**src/rtl/text_ram_arbiter.sv**
```systemverilog
// text_ram_arbiter: renderer-priority arbiter for the single-port text RAM with a posted parser write FIFO.
// Define TEXT_ARB_FAIRNESS_EN to force a parser-side grant after STARVE_LIMIT lost cycles.
module text_ram_arbiter #(
   parameter int ADDR_W       = 12,
   parameter int DATA_W       = 32,
   parameter int FIFO_DEPTH   = 4,
   parameter int STARVE_LIMIT = 8
) (
   input  logic              clk,
   input  logic              rst,
   input  logic              p_req,
   input  logic              p_we,
   input  logic [ADDR_W-1:0] p_addr,
   input  logic [DATA_W-1:0] p_wdata,
   output logic              p_ack,
   output logic              p_rvalid,
   output logic [DATA_W-1:0] p_rdata,
   input  logic              r_req,
   input  logic [ADDR_W-1:0] r_addr,
   output logic              r_ack,
   output logic              r_rvalid,
   output logic [DATA_W-1:0] r_rdata,
   output logic              ram_en,
   output logic              ram_we,
   output logic [ADDR_W-1:0] ram_addr,
   output logic [DATA_W-1:0] ram_wdata,
   input  logic [DATA_W-1:0] ram_rdata
);
   localparam int IDX_W = $clog2(FIFO_DEPTH);
   localparam int PTR_W = IDX_W + 1;

   typedef enum logic [1:0] {P_IDLE, P_DRAIN, P_ISSUE, P_WAIT} pstate_t;

   if (FIFO_DEPTH < 2 || (FIFO_DEPTH & (FIFO_DEPTH - 1)) != 0 || STARVE_LIMIT < 1) begin : g_cfg_check
      $error("text_ram_arbiter: FIFO_DEPTH must be a power of two >= 2 and STARVE_LIMIT >= 1");
   end

   pstate_t           pstate_q, pstate_d;
   logic [PTR_W-1:0]  wr_ptr_q, wr_ptr_d, rd_ptr_q, rd_ptr_d;
   logic [ADDR_W-1:0] fifo_addr_q [FIFO_DEPTH];
   logic [DATA_W-1:0] fifo_data_q [FIFO_DEPTH];
   logic [ADDR_W-1:0] rd_addr_q, rd_addr_d;
   logic              rd_valid_q, rd_valid_d, owner_q, owner_d;
   logic [DATA_W-1:0] p_hold_q, p_hold_d, r_hold_q, r_hold_d;
   logic              fifo_empty, fifo_full, push, force_p, r_grant, w_grant, pr_grant;
   logic [IDX_W-1:0]  rd_idx;

   assign rd_idx     = rd_ptr_q[IDX_W-1:0];
   assign fifo_empty = wr_ptr_q == rd_ptr_q;
   assign fifo_full  = (wr_ptr_q[PTR_W-1] != rd_ptr_q[PTR_W-1]) &&
                       (wr_ptr_q[IDX_W-1:0] == rd_ptr_q[IDX_W-1:0]);

`ifdef TEXT_ARB_FAIRNESS_EN
   localparam int CNT_W = $clog2(STARVE_LIMIT + 1);
   logic [CNT_W-1:0] starve_q, starve_d;
   logic             p_pending;

   assign p_pending = !fifo_empty || pstate_q == P_ISSUE;
   assign force_p   = p_pending && starve_q >= CNT_W'(STARVE_LIMIT);

   always_comb begin
      starve_d = (w_grant || pr_grant) ? '0 : (p_pending && r_grant) ? starve_q + 1'b1 : starve_q;
   end

   always_ff @(posedge clk or posedge rst) begin
      if (rst) starve_q <= '0;
      else     starve_q <= starve_d;
   end
`else
   assign force_p = 1'b0;
`endif

   // Renderer first, then the FIFO head write, then a parser read once the FIFO has drained.
   assign r_grant  = r_req && !force_p;
   assign w_grant  = !r_grant && !fifo_empty;
   assign pr_grant = !r_grant && fifo_empty && pstate_q == P_ISSUE;
   assign push     = p_req && p_we && !fifo_full && pstate_q == P_IDLE;

   assign p_ack     = push || pr_grant;
   assign r_ack     = r_grant;
   assign ram_en    = r_grant || w_grant || pr_grant;
   assign ram_we    = w_grant;
   assign ram_addr  = r_grant ? r_addr : w_grant ? fifo_addr_q[rd_idx] : pr_grant ? rd_addr_q : '0;
   assign ram_wdata = w_grant ? fifo_data_q[rd_idx] : '0;
   assign p_rvalid  = rd_valid_q && owner_q;
   assign r_rvalid  = rd_valid_q && !owner_q;
   assign p_rdata   = p_rvalid ? ram_rdata : p_hold_q;
   assign r_rdata   = r_rvalid ? ram_rdata : r_hold_q;

   always_comb begin
      wr_ptr_d   = wr_ptr_q + PTR_W'(push);
      rd_ptr_d   = rd_ptr_q + PTR_W'(w_grant);
      rd_valid_d = r_grant || pr_grant;
      owner_d    = rd_valid_d ? pr_grant : owner_q;
      p_hold_d   = p_rvalid ? ram_rdata : p_hold_q;
      r_hold_d   = r_rvalid ? ram_rdata : r_hold_q;
      rd_addr_d  = (pstate_q == P_IDLE && p_req && !p_we) ? p_addr : rd_addr_q;
      pstate_d   = pstate_q;
      case (pstate_q)
         P_IDLE:  if (p_req && !p_we) pstate_d = P_DRAIN;
         P_DRAIN: if (fifo_empty) pstate_d = P_ISSUE;
         P_ISSUE: if (pr_grant) pstate_d = P_WAIT;
         default: pstate_d = P_IDLE;
      endcase
   end

   always_ff @(posedge clk or posedge rst) begin
      if (rst) begin
         pstate_q   <= P_IDLE;
         wr_ptr_q   <= '0;
         rd_ptr_q   <= '0;
         rd_addr_q  <= '0;
         rd_valid_q <= 1'b0;
         owner_q    <= 1'b0;
         p_hold_q   <= '0;
         r_hold_q   <= '0;
      end else begin
         pstate_q   <= pstate_d;
         wr_ptr_q   <= wr_ptr_d;
         rd_ptr_q   <= rd_ptr_d;
         rd_addr_q  <= rd_addr_d;
         rd_valid_q <= rd_valid_d;
         owner_q    <= owner_d;
         p_hold_q   <= p_hold_d;
         r_hold_q   <= r_hold_d;
      end
   end

   // Entry storage needs no reset: the pointers alone define what is valid.
   always_ff @(posedge clk) begin
      if (push) begin
         fifo_addr_q[wr_ptr_q[IDX_W-1:0]] <= p_addr;
         fifo_data_q[wr_ptr_q[IDX_W-1:0]] <= p_wdata;
      end
   end
endmodule

```
**config.mk**
```make
export PLATFORM = sky130hd
export DESIGN_NAME = text_ram_arbiter
export DESIGN_NICKNAME = d
export VERILOG_FILES = /design/src/rtl/text_ram_arbiter.sv
export SDC_FILE = /design/constraint.sdc
export NUM_CORES = 1
export LEC_CHECK = 0
export CAP_MARGIN = 20
export CORE_UTILIZATION = 51
export CTS_CLUSTER_SIZE = 10
export DETAILED_ROUTE_END_ITERATION = 8
export GPL_ROUTABILITY_DRIVEN = 0
export HOLD_SLACK_MARGIN = 0.02
export PLACE_DENSITY = 0.88
export SLEW_MARGIN = 20
export SYNTH_ARGS = -nofsm -noshare
export SYNTH_HDL_FRONTEND = slang
export SYNTH_SLANG_ARGS = --single-unit
export TNS_END_PERCENT = 30
```
**constraint.sdc**
```tcl
create_clock -name clk -period 5.8 [get_ports clk]
set_input_delay 1.16 -clock clk [delete_from_list [all_inputs] [get_ports clk]]
set_output_delay 1.16 -clock clk [all_outputs]
set_load 0.01 [all_outputs]
```
== After elaboration in Yosys (flattened, before gate mapping) ==
Memories as Yosys holds them, arrays and structs flattened.
Index checks and enable logic that the tools add are counted.

* Bits in registers: 86
* Bits in latches: 0
* RAM bits: 176
* Memory bits (read-only): 0
* Output and inout port bits: 114
* Word-level logic and storage cells: 55
* Memories kept: 2

* $add $sub $neg: 2
* $mul: 0
* Div/mod/pow operators: 0
* Order comparisons: 0
* Equal/unequal tests: 8
* Shift operators: 0
* Muxes and demuxes: 12
* Bitwise operators: 0
* Reduce and logical (&&, ||, !) cells: 23

{| class="wikitable"
|+ Memories
! name !! depth !! width !! read ports !! clocked after memory_dff !! write ports !! RTL line !! text
|-
| fifo_data_q || 4 || 32 || 1 || 0 || 1 || 41 || <nowiki>logic [DATA_W-1:0] fifo_data_q [FIFO_DEPTH];</nowiki>
|-
| fifo_addr_q || 4 || 12 || 1 || 0 || 1 || 40 || <nowiki>logic [ADDR_W-1:0] fifo_addr_q [FIFO_DEPTH];</nowiki>
|}

{| class="wikitable"
|+ Operator list
! kind !! count
|-
| 32-bit two-way mux || 3
|-
| 12-bit two-way mux || 3
|-
| 1-bit logical AND || 12
|-
| 3-bit by 1-bit adder with 3-bit output || 2
|-
| 2-bit two-way mux || 3
|-
| 2-bit one-hot mux with 3 select lines || 1
|-
| 1-bit zero test || 5
|-
| 1-bit logical OR || 4
|-
| 2-bit != test, second input constant || 2
|-
| 3-bit == test || 1
|-
| 3-bit AND reduction || 1
|-
| 2-bit by 1-bit == test with 1-bit output, second input constant || 1
|-
| 2-bit == test || 1
|-
| 2-bit == test, second input constant || 1
|-
| 2-bit zero test || 1
|-
| 1-bit two-way mux || 2
|-
| 2-bit by 1-bit != test with 1-bit output, second input constant || 1
|-
| 1-bit != test || 1
|}

== Depth between registers and ports, before layout ==
* Depth after elaboration: 7
* Mapped depth: 8

== Worst setup path after synthesis ==
Ideal clock, no wire load.

* Path type: input -> register
* Start point: in p_req
* End point: mem fifo_addr_q[0][0], enable pin
* Arrival: 4.778 ns
* Data required time: 5.291 ns
* Slack: 0.513 ns
* Stages on the path: 3
* Path buffers: 0
* Cell sequence: and3_1 o31a_1 nor3b_1

* Longest elaborated chain between the ends: 5

{| class="wikitable"
|+ RTL lines
! element !! RTL line !! text
|-
| start, declared || 11 || <nowiki>input logic p_req,</nowiki>
|-
| 1-bit logical AND (3 in a row) || 77 || <nowiki>assign push = p_req && p_we && !fifo_full && pstate_q == P_IDLE;</nowiki>
|-
| 1-bit two-way mux || 131 || <nowiki>if (push) begin</nowiki>
|-
| 1-bit two-way mux (implied by the code) || 132 || <nowiki>fifo_addr_q[wr_ptr_q[IDX_W-1:0]] <= p_addr;</nowiki>
|-
| end, declared || 40 ||
|}

Every way passes these cells.

== Worst setup path after layout ==
* Start point: reg rd_ptr_q[0]
* End point: out ram_addr[0]

* Longest elaborated chain between the ends: 6
* Elaborated cells between the ends (all ways): 9

{| class="wikitable"
|+ RTL lines
! element !! RTL line !! text
|-
| start, declared || 39 || <nowiki>logic [PTR_W-1:0] wr_ptr_q, wr_ptr_d, rd_ptr_q, rd_ptr_d;</nowiki>
|-
| start signal, assigned || 120 || <nowiki>rd_ptr_q <= rd_ptr_d;</nowiki>
|-
| 3-bit == test || 49 || <nowiki>assign fifo_empty = wr_ptr_q == rd_ptr_q;</nowiki>
|-
| 1-bit logical AND (2 in a row) || 76 || <nowiki>assign pr_grant = !r_grant && fifo_empty && pstate_q == P_ISSUE;</nowiki>
|-
| 12-bit two-way mux || 83 || <nowiki>assign ram_addr = r_grant ? r_addr : w_grant ? fifo_addr_q[rd_idx] : pr_grant ? rd_addr_q : '0;</nowiki>
|-
| 12-bit two-way mux (*) (2 in a row) || 83 ||
|-
| end, declared || 25 || <nowiki>output logic [ADDR_W-1:0] ram_addr,</nowiki>
|}

Mark *: on every way between the ends. The rest lies on a longest branch, timed or not.

==> run_results.csv <==
group,metric,value,unit
run_status,status,"complete, no violations",
timing,setup_viol,0,
grt,track_usage,22.7,%
cts,clockBufferDepth,3,
timing,finalHoldViolCount,0,
grt,grt_overflow,0,
floorplanning,initial_core_util,52.4,%
timing,relSlewSlack,39.5,%
floorplanning,coreArea,0.0197,mm²
worst_hold_path,min_path_type,"reg -> reg",
cts,cts.sinks,262,
timing,tightest_slew,0.906,ns
timing,grt_setup_unrepaired,"no",
drt,drt_first_pass_iters,4,
timing,drv_slew,0,
drt,first_iter_violations,313,
cts,cts_root_buf,"clkbuf_16",
grt,grt_max_degree,48,
finish,fill_cells,1277,
drt,num_vias,5667,
synthesis,synth_top_cell_by_area,"edfxtp_1",
drt,drc,0,
place,hpwl,14.0,mm
floorplanning,num_rows,51,
synthesis,synth_edf_count,176,
finish,multi_input_area,0.00271,mm²
drt,drtAntennaViolNets,0,
synthesis,ys_seq_area_share,72.2,%
floorplanning,dieArea,0.0208,mm²
finish,final_area,0.0135,mm²
worst_setup_path,worstPathArrival,3.47,ns
synthesis,syn-num-nets,638,
finish,syn2layout_area_growth,31.5,%
finish,drive_above_1_share,23.2,%
timing,skew,0.00540,ns
worst_setup_path,crit_fanout,36,
power,vdd.ir_drop.worst,0.000339,V
finish,n_antenna_cell,0,
synthesis,ys_types,37,
cts,post_cts_buffers,0,
cts,htree_levels,1,
timing,min_period_over_period,79.8,%
worst_setup_path,worstSetupEndpointType,"primary output",
worst_setup_path,startpoint_type,"flop",
synthesis,yosysWarningCount,0,
synthesis,synthArstFlopShare,32.8,%
synthesis,synth_area_leaders,"edfxtp_1 (51%), dfrtp_1 (21%), mux4_2 (9.6%), mux2_2 (8.3%), and2_1 (1.9%)",
drt,wl_per_cell,21.7,µm
synthesis,ys_seq_elements,262,
cts,cts_made_buffers,30,
timing,period_minus_slack,4.63,ns
synthesis,syn_area,0.0103,mm²
synthesis,avgSynthCellArea,19.2,µm²
place,portBuffers,206,
cts,cts_tree,"done",
worst_setup_path,crit_type,"reg -> out",
power,cellLeakagePower,4.84,nW
power,p_per_area,496,mW/mm²
timing,clock.fmax,216,MHz
place,placed_cell_area,0.0127,mm²
drt,wl,22.6,mm
finish,seq_area,0.00744,mm²
timing,setup_tns,0,ns
drt,routed_via_density,5.43,
floorplanning,die_w,144,µm
synthesis,ys.flop_type,"edfxtp_1",
synthesis,yosysTopAreaCellShare,51.3,%
grt,first_global_vias,6265,
synthesis,postSynthCellCount,537,
grt,grt_pass1_wl,34.9,mm
floorplanning,ioPinCount,207,
grt,antenna_found_initial,1,
cts,clk_latency,0.54,ns
cts,clkTransAtPathRegs,0.05,ns
cts,ctsHoldBuffers,0,
finish,nNetsFinal,858,
floorplanning,dieHeight,144,µm
cts,cts_resized,0,
worst_setup_path,crit_required,4.64,ns
run,max-cap-violations,0,
==> through the flow <==
step                      setup WS (ns)  cells  hold WS, ns  total power [W]  utilization [%]
after global placement             1.29    989        0.480          0.00498             64.4
after floorplan                   0.513    537        0.479          0.00395                -
final                              1.17   1044        0.496          0.00671             68.9
after CTS                          1.07   1043        0.499          0.00678             68.8
after global routing              0.875   1044        0.505          0.00704             68.9
after detailed placement           1.23    989        0.483          0.00507             64.4
==> worst max-delay path: stages, from the launching register on <==
cell and delay, ns:
dfrtp_4 0.58, buf_4 0.64, mux4_2 0.58, o31a_1 0.13, a31oi_1 0.15, o21ai_0 0.21
clkdlybuf4s50_1 0.60
==> state kept, by name, indices dropped and copies added (netlist names) <==
register / flops
pstate_q: 2
wr_ptr_q: 3
rd_addr_q: 12
r_hold_q: 32
rd_valid_q: 1
rd_ptr_q: 3
p_hold_q: 32
fifo_data_q: 128
fifo_addr_q: 48
owner_q: 1
==> power breakdown <==
part	total (W)	internal, W	switching, W
logic	0.00254	0.00137	0.00117
clock network	0.00166	0.000975	0.000687
registers	0.00251	0.00235	0.000158
==> worst paths after layout <==
kind / slack [ns] / from / to / depth (start not counted)
setup reg to reg: 2.78 / wr_ptr_q[1] / fifo_addr_q[1][8] / 4
setup / recovery: 1.17 / rd_ptr_q[0] / ram_addr[0] / 6
hold reg to reg: 0.50 / p_hold_q[30] / p_hold_q[30] / 1
min in group asynchronous: 1.04 / rst / p_hold_q[23] / 2
hold / removal: 0.50 / p_hold_q[30] / p_hold_q[30] / 1
max in group asynchronous: 3.69 / rst / p_hold_q[16] / 3
==> cell usage in the layout, fill, tap and decap left out, drive strengths merged <==
master,count
nand2b,1
mux2i,1
clkdlybuf4s50,206
nor3b,1
nand3b,1
clkinv,3
nor2,4
and3,2
edfxtp,176
o31ai,1
mux4,44
o31a,13
o21bai,1
and3b,1
nor2b,1
ha,8
nor4,2
xnor2,1
xor2,5
nand2,14
buf,13
o21ai,13
clkbuf,52
a31oi,12
a21o,2
mux2,77
and2,32
dfrtp,86
a21oi,1
nor3,1
inv,4
==> cell usage after synthesis (2+ instances only) <==
cell type	instances
buf_1	7
buf_4	6
o21ai_1	10
edfxtp_1	176
clkbuf_1	14
ha_1	8
o21ai_0	3
inv_1	5
o31a_1	13
a31oi_1	12
nor2_1	4
xor2_1	2
buf_2	3
mux2_2	76
xor2_2	2
and3_1	2
and2_1	32
dfrtp_1	86
nand2_1	14
mux4_2	44
a21o_1	2
==> per-layer routing <==
layer / up-vias / wire length (µm) / global-route usage, %
met5: - / 0 / 0
met1: 2878 / 8850 / 28.0
met4: 0 / 393 / 5.66
met2: 230 / 11300 / 39.0
li1: 2525 / - / -
met3: 34 / 2070 / 6.89
==> cell type report <==
| class | count | share of cell area [%] |
|---|---|---|
| multi-input cells | 239 | 20.0 |
| clock buffers | 52 | 6.23 |
| flip-flops and latches | 262 | 54.9 |
| well taps | 265 | 2.45 |
| clock inverters | 2 | 0.157 |
| repair buffers | 219 | 16.0 |
| inverters | 5 | 0.148 |
==> kinds of logic (layout without fill, tap and decap cells) <==
logic type	count (synthesis)	after routing	share of synthesized area (%)
DFF	262	262	72.2
muxes	122	122	18.1
and+or+nand+nor	60	60	3.35
AOI/OAI and AO/OA	43	43	2.85
buffers and inverters	36	278	1.64
adders and majority gates	8	8	0.972
xor gates and xnor gates	6	6	0.838
Power figures use the tool's default switching activity.
